==> src/rtl/uart_pkg.sv <==
// Shared types and constants for the UART receive path.
// The PARITY state exists only when UART_RX_PARITY_EN is defined.
package uart_pkg;

    typedef enum logic [2:0] {
        ST_IDLE,
        ST_START,
        ST_DATA,
`ifdef UART_RX_PARITY_EN
        ST_PARITY,
`endif
        ST_STOP,
        ST_BREAK
    } uart_rx_state_t;

    localparam int unsigned OVERSAMPLE = 16;
    localparam int unsigned VOTE_T0    = 7;
    localparam int unsigned VOTE_T1    = 8;
    localparam int unsigned VOTE_T2    = 9;

    function automatic int unsigned tick_div(input int unsigned clk_hz, input int unsigned baud);
        return clk_hz / (baud * OVERSAMPLE);
    endfunction

endpackage

==> src/rtl/uart_rx_fifo.sv <==
// Generic synchronous FIFO: push/pop with registered head output and occupancy count.
// A push while full is dropped unless a pop happens in the same cycle.
module uart_rx_fifo #(
    parameter int unsigned DEPTH = 8,
    parameter int unsigned WIDTH = 8
) (
    input  logic                           clk,
    input  logic                           rst_n,
    input  logic                           push,
    input  logic [WIDTH-1:0]               din,
    input  logic                           pop,
    output logic [WIDTH-1:0]               dout,
    output logic                           full,
    output logic                           empty,
    output logic [$clog2(DEPTH+1)-1:0]     count
);

    localparam int unsigned AW = $clog2(DEPTH);
    localparam int unsigned CW = $clog2(DEPTH+1);

    logic [WIDTH-1:0] mem [DEPTH];
    logic [AW-1:0]    wr_ptr;
    logic [AW-1:0]    rd_ptr;
    logic [AW-1:0]    rd_ptr_nx;
    logic             wr_en;
    logic             rd_en;

    assign full      = (count == CW'(DEPTH));
    assign empty     = (count == '0);
    assign rd_en     = pop & ~empty;
    assign wr_en     = push & (~full | rd_en);
    assign rd_ptr_nx = rd_ptr + 1'b1;

    always_ff @(posedge clk) begin
        if (wr_en)
            mem[wr_ptr] <= din;
    end

    always_ff @(posedge clk or negedge rst_n) begin
        if (!rst_n) begin
            wr_ptr <= '0;
            rd_ptr <= '0;
            count  <= '0;
            dout   <= '0;
        end else begin
            if (wr_en)
                wr_ptr <= wr_ptr + 1'b1;
            if (rd_en)
                rd_ptr <= rd_ptr_nx;
            case ({wr_en, rd_en})
                2'b10:   count <= count + 1'b1;
                2'b01:   count <= count - 1'b1;
                default: count <= count;
            endcase
            // Head register: a byte written into the slot that becomes head bypasses memory.
            if (wr_en && empty) begin
                dout <= din;
            end else if (rd_en) begin
                if (count == CW'(1)) begin
                    if (wr_en)
                        dout <= din;
                end else begin
                    dout <= mem[rd_ptr_nx];
                end
            end
        end
    end

endmodule

==> src/rtl/uart_receiver.sv <==
// 16x oversampled UART receiver (8N1, or 8E1 with UART_RX_PARITY_EN) feeding a small FIFO.
// Bits are majority-voted at oversample ticks 7/8/9 of each bit.
module uart_receiver
    import uart_pkg::*;
#(
    parameter int unsigned CLK_HZ     = 50000000,
    parameter int unsigned BAUD       = 115200,
    parameter int unsigned FIFO_DEPTH = 8
) (
    input  logic                              clk,
    input  logic                              rst_n,
    input  logic                              rx,
    input  logic                              rd,
    output logic [7:0]                        data,
    output logic                              valid,
    output logic [$clog2(FIFO_DEPTH+1)-1:0]   count,
    output logic                              frame_err,
    output logic                              overrun,
    output logic                              parity_err
);

    localparam int unsigned TICK_DIV = tick_div(CLK_HZ, BAUD);
    localparam int unsigned DIV_W    = (TICK_DIV > 1) ? $clog2(TICK_DIV) : 1;
    localparam int unsigned OS_W     = $clog2(OVERSAMPLE);

    logic             rx_meta;
    logic             rxs;
    uart_rx_state_t   state;
    logic [DIV_W-1:0] div_cnt;
    logic [OS_W-1:0]  os_cnt;
    logic [OS_W-1:0]  os_next;
    logic [1:0]       votes;
    logic [2:0]       bit_idx;
    logic [7:0]       shift;
    logic             push_q;
    logic             in_frame;
    logic             tick;
    logic             vote_now;
    logic             voted;
    logic             pop;
    logic             full;
    logic             empty;
`ifdef UART_RX_PARITY_EN
    logic             par_bad;
`endif

    always_ff @(posedge clk or negedge rst_n) begin
        if (!rst_n) begin
            rx_meta <= 1'b1;
            rxs     <= 1'b1;
        end else begin
            rx_meta <= rx;
            rxs     <= rx_meta;
        end
    end

    assign in_frame = (state != ST_IDLE) && (state != ST_BREAK);
    assign tick     = (div_cnt == DIV_W'(TICK_DIV - 1));
    assign os_next  = os_cnt + 1'b1;
    assign vote_now = in_frame && tick && (os_next == OS_W'(VOTE_T2));
    assign voted    = (votes[0] & votes[1]) | (votes[0] & rxs) | (votes[1] & rxs);
    assign pop      = rd & ~empty;
    assign valid    = ~empty;

    always_ff @(posedge clk or negedge rst_n) begin
        if (!rst_n) begin
            state     <= ST_IDLE;
            div_cnt   <= '0;
            os_cnt    <= '0;
            votes     <= '0;
            bit_idx   <= '0;
            shift     <= '0;
            push_q    <= 1'b0;
            frame_err <= 1'b0;
            overrun   <= 1'b0;
`ifdef UART_RX_PARITY_EN
            par_bad    <= 1'b0;
            parity_err <= 1'b0;
`endif
        end else begin
            push_q    <= 1'b0;
            frame_err <= 1'b0;
            overrun   <= push_q & full & ~pop;
`ifdef UART_RX_PARITY_EN
            parity_err <= 1'b0;
`endif
            if (!in_frame || tick)
                div_cnt <= '0;
            else
                div_cnt <= div_cnt + 1'b1;

            // The sub-bit counter free-runs mod 16 across bits; each state decides on vote tick 9.
            if (in_frame && tick) begin
                os_cnt <= os_next;
                if (os_next == OS_W'(VOTE_T0))
                    votes[0] <= rxs;
                if (os_next == OS_W'(VOTE_T1))
                    votes[1] <= rxs;
            end

            case (state)
                ST_IDLE: begin
                    os_cnt <= '0;
                    if (!rxs)
                        state <= ST_START;
                end
                ST_START: begin
                    if (vote_now) begin
                        if (voted) begin
                            state <= ST_IDLE;
                        end else begin
                            state   <= ST_DATA;
                            bit_idx <= '0;
                        end
                    end
                end
                ST_DATA: begin
                    if (vote_now) begin
                        shift   <= {voted, shift[7:1]};
                        bit_idx <= bit_idx + 1'b1;
                        if (bit_idx == 3'd7)
`ifdef UART_RX_PARITY_EN
                            state <= ST_PARITY;
`else
                            state <= ST_STOP;
`endif
                    end
                end
`ifdef UART_RX_PARITY_EN
                ST_PARITY: begin
                    if (vote_now) begin
                        par_bad <= voted ^ (^shift);
                        state   <= ST_STOP;
                    end
                end
`endif
                ST_STOP: begin
                    if (vote_now) begin
                        if (!voted) begin
                            frame_err <= 1'b1;
                            state     <= ST_BREAK;
`ifdef UART_RX_PARITY_EN
                        end else if (par_bad) begin
                            parity_err <= 1'b1;
                            state      <= ST_IDLE;
`endif
                        end else begin
                            push_q <= 1'b1;
                            state  <= ST_IDLE;
                        end
                    end
                end
                ST_BREAK: begin
                    if (rxs)
                        state <= ST_IDLE;
                end
                default: state <= ST_IDLE;
            endcase
        end
    end

`ifndef UART_RX_PARITY_EN
    assign parity_err = 1'b0;
`endif

    uart_rx_fifo #(
        .DEPTH (FIFO_DEPTH),
        .WIDTH (8)
    ) u_fifo (
        .clk   (clk),
        .rst_n (rst_n),
        .push  (push_q),
        .din   (shift),
        .pop   (pop),
        .dout  (data),
        .full  (full),
        .empty (empty),
        .count (count)
    );

endmodule

==> config.mk <==
export PLATFORM = sky130hd
export DESIGN_NAME = uart_receiver
export DESIGN_NICKNAME = d
export VERILOG_FILES = /design/src/rtl/uart_pkg.sv /design/src/rtl/uart_rx_fifo.sv /design/src/rtl/uart_receiver.sv
export SDC_FILE = /design/constraint.sdc
export NUM_CORES = 1
export LEC_CHECK = 0
export BUFFER_PORTS_ARGS = -buffer_cell sky130_fd_sc_hd__buf_4
export CAP_MARGIN = 20
export CORE_ASPECT_RATIO = 1.4
export CORE_MARGIN = 1
export CORE_UTILIZATION = 55
export DETAILED_ROUTE_END_ITERATION = 8
export PLACE_DENSITY = 0.71
export RECOVER_POWER = 25
export SLEW_MARGIN = 20
export SYNTH_ARGS = -nofsm -noshare
export SYNTH_HDL_FRONTEND = slang
export SYNTH_SLANG_ARGS = --single-unit
==> constraint.sdc <==
create_clock -name clk -period 2.4 [get_ports clk]
set_clock_uncertainty 0.05 [all_clocks]
set_input_delay 0.12 -clock clk [delete_from_list [all_inputs] [get_ports clk]]
set_output_delay 0.12 -clock clk [all_outputs]
set_load 0.01 [all_outputs]
==> results.sh, run 1 <==
export IMPL_status="complete, no violations"
export IMPL_nFillCells=641
export IMPL_die_w_um=82.1
export IMPL_gp_congestion=0.872
export IMPL_io_pins=20
export IMPL_synth_edf_count=64
export IMPL_period_needed_ns=2.26
export IMPL_dp_hpwl_um=5840
export IMPL_cp_required_ns=2.62
export IMPL_die_area_sq_mm=0.00937
export IMPL_wl_per_cell_um=17.9
export IMPL_maxCapViolCount=0
export IMPL_dr_pass1_iters=4
export IMPL_placementRows=40
export IMPL_slew_headroom_pct=56.6
export IMPL_worst_pin_slew_ns=0.651
export IMPL_synth_yosys_warnings=0
export IMPL_ir_drop_uv=450
export IMPL_async_reset_ff_share_pct=42.9
export IMPL_drc=0
export IMPL_finalCritPeriodShare_pct=94.0
export IMPL_numCtsBuffers=9
export IMPL_synth_ff_type="edfxtp_1"
export IMPL_htree_levels=3
export IMPL_die_h_um=114
export IMPL_reg2reg_depth=9
export IMPL_finalHoldViolCount=0
export IMPL_seq_area_frac_synth_pct=63.3
export IMPL_layout_common_cells="64 x edfxtp_1, 45 x dfrtp_1, 41 x buf_4, 33 x mux2i_1, 32 x nor2_1"
export IMPL_final_common_cell="edfxtp_1"
export IMPL_finalSetupViolations=0
export IMPL_vias_per_cell=5.69
export IMPL_ys_types=50
export IMPL_placed_cell_area_sq_mm=0.00536
export IMPL_syn_nets=365
export IMPL_overflow=0
export IMPL_grt_pass1_vias=2820
export IMPL_core_area_sq_mm=0.00866
export IMPL_syn2layout_area_growth_pct=15.4
export IMPL_grt_busiest_layer="met2"
export IMPL_r2r_slack_ns=0.14
export IMPL_antennaDiodeCount=0
export IMPL_cts_tree="yes"
export IMPL_worstPathArrival_ns=2.48
export IMPL_clkTransAtPathRegs_ns=0.06
export IMPL_drv_slew=0
export IMPL_use_met2_pct=37.2
export IMPL_critPathCaptureType="flip-flop"
export IMPL_port_buffers=18
export IMPL_regToRegStartpoint="u_fifo.count[0]"
export IMPL_critPathKind="reg -> reg"
export IMPL_min_path_type="in -> reg"
export IMPL_insertion_delay_ns=0.35
export IMPL_route_antenna_remaining_nets=0
export IMPL_grt_usage_pct=21.7
export IMPL_num_vias=2855
export IMPL_cp_start_kind="flip-flop"
export IMPL_nets=410
export IMPL_grt_pass1_wl_um=14400
export IMPL_synth_top_area_share_pct=38.9
export IMPL_drt_total_wl_um=8990
export IMPL_syn_inst=347
export IMPL_worstHoldEndpoint="u_fifo.rd_ptr[0]"
export IMPL_hold_start="rd"
export IMPL_cts_root_buf="clkbuf_16"
export IMPL_ctsLongestPathBuffers=2
export IMPL_use_met3_pct=4.06
export IMPL_leakage_nw=2.34
export IMPL_design_area_sq_mm=0.00570
export IMPL_cp_slowest_cell="or4b_2"
export IMPL_syn_area_sq_mm=0.00494
export IMPL_max_freq_mhz=443
export IMPL_slowest_delay_ns=0.61
export IMPL_grt_use_met1_pct=26.5
export IMPL_initialDrtViolationCount=193
export IMPL_whs_ns=0.0547
export IMPL_drive_gt1_share_pct=22.2
export IMPL_synth_top_cell_by_area="edfxtp_1"
export IMPL_grt_antenna_before_repair=0
export IMPL_grt_max_degree=49
export IMPL_whs_path_depth=3
export IMPL_rr_endpoint="u_fifo.count[3]"
export IMPL_powerDensity_mw_per_mm2=616
export IMPL_crit_chain="inv_1 > ha_2 > nor4bb_4 > nor2b_1 > inv_2 > ha_4 > or4b_2 > a21oi_2 > xor2_1"
export IMPL_synth_seq_cells=112
export IMPL_synthTopCellsByArea="edfxtp_1 39%, dfrtp_1 23%, mux2i_1 6.7%, ha_1 3.5%, mux2_2 2.7%"
export IMPL_path_max_fanout=4
export IMPL_cts_sinks=112
export IMPL_start_util_pct=57.0
export IMPL_syn_avg_cell_area_sq_um=14.2
[Yosys cell counts (5+ instances only)]
cell type	number
and2_1	9
dfrtp_1	46
edfxtp_1	64
ha_1	14
inv_1	10
mux2_2	12
mux2i_1	33
mux4_2	5
nand2_1	21
nand3_1	6
nor2_1	32
nor3_1	9
o31ai_1	8
xnor2_1	9
xor2_1	7
[registers in the layout (all words and copies together), names as in the netlist]
register and flops:
u_fifo.rd_ptr 3, u_fifo.mem 64, bit_idx 3, votes 2
os_cnt 4, frame_err 1, push_q 1, u_fifo.dout 8
rxs 1, overrun 1, u_fifo.wr_ptr 3, u_fifo.count 4
state 3, rx_meta 1, div_cnt 5, shift 8
[report_power, final]
part / leakage [nW] / switching (mW) / internal (mW)
clock: 0.138 / 0.655 / 0.809
sequential: 1.38 / 0.00129 / 2.02
combinational: 0.822 / 0.0193 / 0.00590
total: 2.34 / 0.676 / 2.84
[how the worst max path moves through the flow]
stage / depth (start not counted) / from / slack (ns) / to
2_1_floorplan: 10 / u_fifo.count[1] / 0.002 / u_fifo.count[3]
6_report: 9 / u_fifo.count[0] / 0.14 / u_fifo.count[3]
5_1_grt: 9 / u_fifo.count[1] / -0.03 / u_fifo.count[3]
3_3_place_gp: 9 / u_fifo.count[0] / 0.13 / u_fifo.count[3]
4_1_cts: 9 / u_fifo.count[0] / 0.03 / u_fifo.count[3]
3_5_place_dp: 9 / u_fifo.count[0] / 0.05 / u_fifo.count[3]
[routing by layer]
layer,vias to the layer above,wire (um)
met1,1423,3750
met2,54,4860
met3,11,240
li1,1367,-
met4,0,133
met5,-,0
[critical path: cells and delay by family (launching register included)]
kind,cells,cell delay (ns)
AO/OA/AOI/OAI,1,0.17
XOR/XNOR,1,0.15
adder cells (fa/ha/maj),2,0.35
buffers and inverters,2,0.17
flip-flops,1,0.40
AND/OR/NAND/NOR,3,0.91
[kinds of logic (layout without fill, tap and decap cells)]
logic type / Yosys count / after routing / share of synthesized area (%)
simple gates: 102 / 102 / 11.0
buf+inv: 21 / 71 / 1.98
fa+ha+maj: 15 / 15 / 3.75
other cells: 1 / 1 / 0.0759
compound gates: 27 / 27 / 3.78
xor+xnor: 16 / 16 / 2.84
flops: 112 / 112 / 63.3
mux: 53 / 53 / 13.3
[area by class of cell]
type | instances | area, sq um | area share, %
clock inverter | 5 | 55.1 | 0.966
tap | 105 | 131 | 2.31
clock buffer | 11 | 233 | 4.08
multi-input combinational | 214 | 1760 | 30.9
timing repair buffer | 45 | 355 | 6.24
inverter | 10 | 37.5 | 0.659
sequential | 112 | 3130 | 54.9
[repair_timing]
action | CTS | global route
resized for setup | 0 | 7
hold endpoints to repair | 47 | 0
hold buffers | 2 | 0
endpoints found under the setup margin | 0 | 1
buffers inserted | 0 | 0
[through the flow]
step | power, mW | utilization, % | TNS [ns] | instances | worst slack, ns
after floorplan | 2.06 | - | 0 | 347 | 0.00187
after global placement | 2.09 | 61.9 | 0 | 484 | 0.129
after detailed placement | 2.09 | 61.9 | 0 | 484 | 0.0532
after CTS | 3.53 | 65.5 | 0 | 502 | 0.0318
after global routing | 3.60 | 65.8 | -0.0266 | 502 | -0.0266
final | 3.51 | 65.8 | 0 | 502 | 0.143
No activity file was read; power rests on OpenSTA's default activity.
==> run 2, diff against run 1 <==
--- a/config.mk
+++ b/config.mk
@@ -9,9 +9,9 @@
 export CAP_MARGIN = 20
 export CORE_ASPECT_RATIO = 1.4
 export CORE_MARGIN = 1
-export CORE_UTILIZATION = 55
+export CORE_UTILIZATION = 61
 export DETAILED_ROUTE_END_ITERATION = 8
-export PLACE_DENSITY = 0.71
+export PLACE_DENSITY = 0.75
 export RECOVER_POWER = 25
 export SLEW_MARGIN = 20
 export SYNTH_ARGS = -nofsm -noshare
==> constraint.sdc (replaced) <==
create_clock -name clk -period 2.5 [get_ports clk]
set_clock_uncertainty 0.05 [all_clocks]
set_input_delay 0.125 -clock clk [delete_from_list [all_inputs] [get_ports clk]]
set_output_delay 0.125 -clock clk [all_outputs]
set_load 0.01 [all_outputs]
==> run 2 against run 1 <==
Effect of this change: design area down 3.7%; first-iteration DRC count grew 3.6%; power decreased by 17%; register-to-register slack improved by 0.05 ns; count of clock-buffer cells in the layout shrank 2; core utilization rose by 4.6 points; via count decreased by 1.2%; sequential share of layout area increased by 2.1 points; setup slack better by 0.053 ns; fmax decreased by 2.0%; critical path type unchanged; critical endpoint unchanged; largest cell class unchanged.
==> results.sh, run 2 (same netlist as run 1, synthesis figures left out) <==
export IMPL_status="complete, no violations"
export IMPL_placed_cell_area_sq_mm=0.00529
export IMPL_maxCapViolCount=0
export IMPL_dp_hpwl_um=5810
export IMPL_cts_sinks=112
export IMPL_largest_reg_flops=64
export IMPL_route_antenna_remaining_nets=0
export IMPL_whs_ns=0.0309
export IMPL_hold_start="rd"
export IMPL_worstPathArrival_ns=2.55
export IMPL_die_w_um=78.0
export IMPL_path_max_fanout=5
export IMPL_leakage_nw=2.25
export IMPL_drv_slew=0
export IMPL_largest_register="u_fifo.mem"
export IMPL_finalSetupViolations=0
export IMPL_regToRegStartpoint="u_fifo.count[1]"
export IMPL_io_pins=20
export IMPL_grt_use_met1_pct=28.0
export IMPL_grt_antenna_before_repair=0
export IMPL_clkTransAtPathRegs_ns=0.10
export IMPL_cts_root_buf="clkbuf_8"
export IMPL_cp_required_ns=2.75
export IMPL_ir_drop_uv=372
export IMPL_dpl_worst_slack_ns=0.0846
export IMPL_gp_congestion=0.809
export IMPL_antennaDiodeCount=0
export IMPL_wl_per_cell_um=17.4
export IMPL_grt_max_degree=49
export IMPL_finalCritPeriodShare_pct=92.1
export IMPL_post_place_cells=470
export IMPL_nFillCells=553
export IMPL_start_util_pct=63.3
export IMPL_instances_no_fill=488
export IMPL_rr_endpoint="u_fifo.count[3]"
export IMPL_whs_path_depth=3
export IMPL_cts_tree="yes"
export IMPL_layout_common_cells="64 x edfxtp_1, 46 x dfrtp_1, 33 x mux2i_1, 32 x nor2_1, 31 x buf_4"
export IMPL_drive_gt1_share_pct=19.8
export IMPL_reg2reg_depth=9
export IMPL_syn2layout_area_growth_pct=11.1
export IMPL_final_util_pct=70.4
export IMPL_setup_tns_ns=0
export IMPL_largestRegisters="u_fifo.mem x64, shift x8, u_fifo.dout x8"
export IMPL_design_area_sq_mm=0.00549
export IMPL_die_h_um=108
export IMPL_vias_per_cell=5.78
export IMPL_insertion_delay_ns=0.36
export IMPL_finalHoldViolCount=0
export IMPL_initialDrtViolationCount=200
export IMPL_multiInputGateArea_sq_mm=0.00174
export IMPL_htree_levels=3
export IMPL_numCtsBuffers=9
export IMPL_drc=0
export IMPL_cp_start_kind="flip-flop"
export IMPL_power_mw=2.91
export IMPL_num_vias=2822
export IMPL_nets=401
export IMPL_grt_pass1_wl_um=14000
export IMPL_grt_busiest_layer="met2"
export IMPL_r2r_slack_ns=0.20
export IMPL_final_common_cell="edfxtp_1"
export IMPL_worstHoldEndpoint="u_fifo.rd_ptr[2]"
export IMPL_dr_pass1_iters=4
export IMPL_critPathCaptureType="flip-flop"
export IMPL_period_needed_ns=2.30
export IMPL_max_freq_mhz=434
export IMPL_die_area_sq_mm=0.00846
export IMPL_grt_pass1_vias=2805
export IMPL_placementRows=38
export IMPL_critPathKind="reg -> reg"
export IMPL_overflow=0
export IMPL_fin_ws_ns=0.196
export IMPL_powerDensity_mw_per_mm2=530
export IMPL_min_path_type="in -> reg"
export IMPL_core_area_sq_mm=0.00780
export IMPL_seq_area_sq_mm=0.00313
export IMPL_grt_usage_pct=22.5
export IMPL_slew_headroom_pct=19.4
export IMPL_worst_pin_slew_ns=1.21
export IMPL_ctsLongestPathBuffers=2
export IMPL_use_met3_pct=3.54
export IMPL_grt_setup_unrepaired="no"
export IMPL_port_buffers=18
export IMPL_use_met2_pct=39.0
export IMPL_drt_total_wl_um=8470
[run 2: cell types whose count changed in the layout (fill, tap and decap cells not counted), sizes merged]
cell | before | now
buf | 42 | 32
bufinv | 1 | 0
clkbuf | 12 | 11
clkinv | 2 | 4
inv | 11 | 12
[run 2: layout make-up]
cell class	instances	area share (%)
clock inverters	7	0.844
flip-flops and latches	112	57.0
clock buffers	9	2.26
repair buffers	36	5.20
well taps	100	2.28
inverters	10	0.684
multi-input cells	214	31.8
[run 2: worst max path at each step]
| stage | startpoint | endpoint | slack, ns |
|---|---|---|---|
| floorplan | u_fifo.count[0] | u_fifo.count[3] | 0.02 |
| global placement | u_fifo.count[1] | u_fifo.count[3] | 0.16 |
| detailed placement | u_fifo.count[1] | u_fifo.count[3] | 0.08 |
| CTS | u_fifo.count[1] | u_fifo.count[3] | 0.02 |
| global route | u_fifo.count[1] | u_fifo.count[3] | 0.03 |
| finish | u_fifo.count[1] | u_fifo.count[3] | 0.20 |
[run 2: power by group]
| group | switching, mW | leakage [nW] | internal, mW |
|---|---|---|---|
| combinational | 0.0179 | 0.775 | 0.00508 |
| sequential | 0.00133 | 1.38 | 1.94 |
| clock | 0.579 | 0.0897 | 0.363 |
| total | 0.599 | 2.25 | 2.31 |
[run 2: critical path, cell delays in order (launching register included)]
cell and delay, ns:
dfrtp_1 0.39, inv_1 0.07, ha_2 0.21, nor4bb_4 0.23, nor2b_1 0.09, inv_1 0.10
ha_1 0.18, or4b_2 0.60, a21oi_2 0.17, xor2_1 0.14
[run 2: repair_timing]
action                                  CTS  global route
gates resized for setup                   0             3
setup buffers                             0             0
hold buffers                              2             0
hold endpoints to repair                 47             0
endpoints found under the setup margin    0             1
[run 2: layer usage]
metal / wire, um / part of all wire (%)
met1: 3590 / 42
met2: 4600 / 54
met3: 206 / 2.4
met4: 78 / 0.92
met5: 0 / 0
==> run 3, diff against run 2 <==
--- a/config.mk
+++ b/config.mk
@@ -9,9 +9,9 @@
 export CAP_MARGIN = 20
 export CORE_ASPECT_RATIO = 1.4
 export CORE_MARGIN = 1
-export CORE_UTILIZATION = 61
+export CORE_UTILIZATION = 65
 export DETAILED_ROUTE_END_ITERATION = 8
-export PLACE_DENSITY = 0.75
+export PLACE_DENSITY = 0.79
 export RECOVER_POWER = 25
 export SLEW_MARGIN = 20
 export SYNTH_ARGS = -nofsm -noshare
==> constraint.sdc (replaced) <==
create_clock -name clk -period 2.9 [get_ports clk]
set_clock_uncertainty 0.05 [all_clocks]
set_input_delay 0.145 -clock clk [delete_from_list [all_inputs] [get_ports clk]]
set_output_delay 0.145 -clock clk [all_outputs]
set_load 0.01 [all_outputs]
==> run 3 against run 2 <==
Effect of this change: sequential share of layout area down 0.22 points; core utilization up 4.5 points; setup slack worse by 0.0025 ns; critical endpoint unchanged; die area down 6.0%; largest cell class unchanged.
==> results.sh, run 3 (same netlist as run 1, synthesis figures left out) <==
export IMPL_status="complete, no violations"
export IMPL_syn2layout_area_growth_pct=11.6
export IMPL_core_area_sq_mm=0.00736
export IMPL_p_sw_share_pct=19.3
export IMPL_drt_total_wl_um=8570
export IMPL_final_common_cell="edfxtp_1"
export IMPL_fin_ws_ns=0.194
export IMPL_path_max_fanout=6
export IMPL_regToRegStartpoint="u_fifo.count[1]"
export IMPL_finalSetupViolations=0
export IMPL_cp_start_kind="flip-flop"
export IMPL_ctsLongestPathBuffers=2
export IMPL_numCtsBuffers=9
export IMPL_route_antenna_remaining_nets=0
export IMPL_internal_power_mw=2.12
export IMPL_initialDrtViolationCount=210
export IMPL_worst_pin_slew_ns=0.735
export IMPL_io_pins=20
export IMPL_grt_pass1_wl_um=13800
export IMPL_grt_pass1_vias=2678
export IMPL_die_w_um=75.7
export IMPL_port_buffers=18
export IMPL_nets=398
export IMPL_cts_root_buf="clkbuf_8"
export IMPL_p_clk_share_pct=35.4
export IMPL_finalCritPeriodShare_pct=93.3
export IMPL_clkTransAtPathRegs_ns=0.09
export IMPL_wl_per_cell_um=17.8
export IMPL_critPathCaptureType="flip-flop"
export IMPL_largestRegisters="u_fifo.mem x64, shift x8, u_fifo.dout x8"
export IMPL_grt_usage_pct=24.3
export IMPL_vias_per_cell=5.76
export IMPL_crit_chain="inv_1 > ha_1 > nor4bb_4 > nor2b_1 > inv_1 > ha_1 > or4b_2 > a21oi_1 > xor2_1"
export IMPL_gp_congestion=0.914
export IMPL_largest_reg_flops=64
export IMPL_cp_slowest_cell="or4b_2"
export IMPL_maxCapViolCount=0
export IMPL_layout_common_cells="64 x edfxtp_1, 46 x dfrtp_1, 33 x mux2i_1, 32 x nor2_1, 29 x buf_4"
export IMPL_largest_register="u_fifo.mem"
export IMPL_slowest_delay_ns=0.61
export IMPL_instances_no_fill=482
export IMPL_crit_path_start="u_fifo.count[1]"
export IMPL_r2r_slack_ns=0.19
export IMPL_placementRows=37
export IMPL_min_path_type="in -> reg"
export IMPL_cts_tree="yes"
export IMPL_leakage_nw=2.25
export IMPL_drc=0
export IMPL_ir_drop_uv=316
export IMPL_htree_levels=3
export IMPL_finalHoldViolCount=0
export IMPL_die_area_sq_mm=0.00796
export IMPL_die_h_um=105
export IMPL_start_util_pct=67.1
export IMPL_dr_pass1_iters=4
export IMPL_p_seq_share_pct=63.8
export IMPL_grt_antenna_before_repair=0
export IMPL_post_place_cells=464
export IMPL_critPathKind="reg -> reg"
export IMPL_worstPathArrival_ns=2.95
export IMPL_overflow=0
export IMPL_dpl_worst_slack_ns=0.167
export IMPL_cp_top_family="simple AND/OR/NAND/NOR gates"
export IMPL_powerDensity_mw_per_mm2=476
export IMPL_slew_headroom_pct=50.7
export IMPL_cts_sinks=112
export IMPL_period_needed_ns=2.71
export IMPL_hold_start="rd"
export IMPL_drive_gt1_share_pct=18.4
export IMPL_path_buf_inv=2
export IMPL_cp_required_ns=3.14
export IMPL_max_freq_mhz=370
export IMPL_combPwrFrac_pct=0.8
export IMPL_grt_max_degree=49
export IMPL_antennaDiodeCount=0
export IMPL_insertion_delay_ns=0.37
export IMPL_dp_hpwl_um=5610
export IMPL_num_vias=2774
export IMPL_power_switching_mw=0.506
export IMPL_drv_slew=0
==> run 3: area by class of cell <==
cell class / instances / area (sq um)
fillers: 463 / 1850
well taps: 97 / 121
clock inverters: 3 / 18.8
repair buffers: 33 / 265
clock buffers: 13 / 191
inverters: 10 / 37.5
multi-input cells: 214 / 1750
flip-flops and latches: 112 / 3130
==> run 3: what timing repair did <==
item	in CTS	in global routing
setup buffers	0	0
endpoints found under the setup margin	0	1
gates resized for setup	0	2
hold buffers	2	0
hold endpoints to repair	47	0
==> run 3: power by group through the flow <==
stage	registers (mW)	clock network [mW]	logic (mW)
global placement	1.71	0	0.0188
detailed placement	1.71	0	0.0191
global route	1.67	1.01	0.0251
finish	1.67	0.929	0.0207
floorplan	1.71	0	0.00214
CTS	1.67	0.950	0.0213
==> run 3: layer usage <==
metal | vias to the layer above | share of wire (%) | GRT usage, % | wire (um)
met5 | - | 0 | 0 | 0
met1 | 1379 | 44 | 33.1 | 3730
met2 | 49 | 52 | 38.9 | 4480
met4 | 0 | 1.7 | 7.80 | 142
met3 | 10 | 2.5 | 5.01 | 215
li1 | 1336 | - | - | -
==> run 3: worst paths after layout <==
path	endpoint	cells after the start
setup / recovery	u_fifo.count[3]	9
max in group asynchronous	shift[3]	2
hold / removal	u_fifo.rd_ptr[2]	3
hold reg to reg	rxs	0
min in group asynchronous	u_fifo.dout[1]	2
setup reg to reg	u_fifo.count[3]	9
==> run 3: worst min-delay path: stages <==
cell	delay, ns
buf_4	0.14
nand3_1	0.11
xnor2_1	0.07
==> run 3: metrics by stage <==
step	area [sq um]	utilization, %	hold WS (ns)	setup TNS [ns]	total power [mW]
after floorplan	4940	-	-0.201	0	1.71
after global placement	5250	71.4	0.154	0	1.73
after detailed placement	5250	71.4	0.161	0	1.73
after CTS	5480	74.5	0.0455	0	2.64
after global routing	5510	74.8	0.104	-0.00788	2.71
final	5510	74.8	0.0958	0	2.62
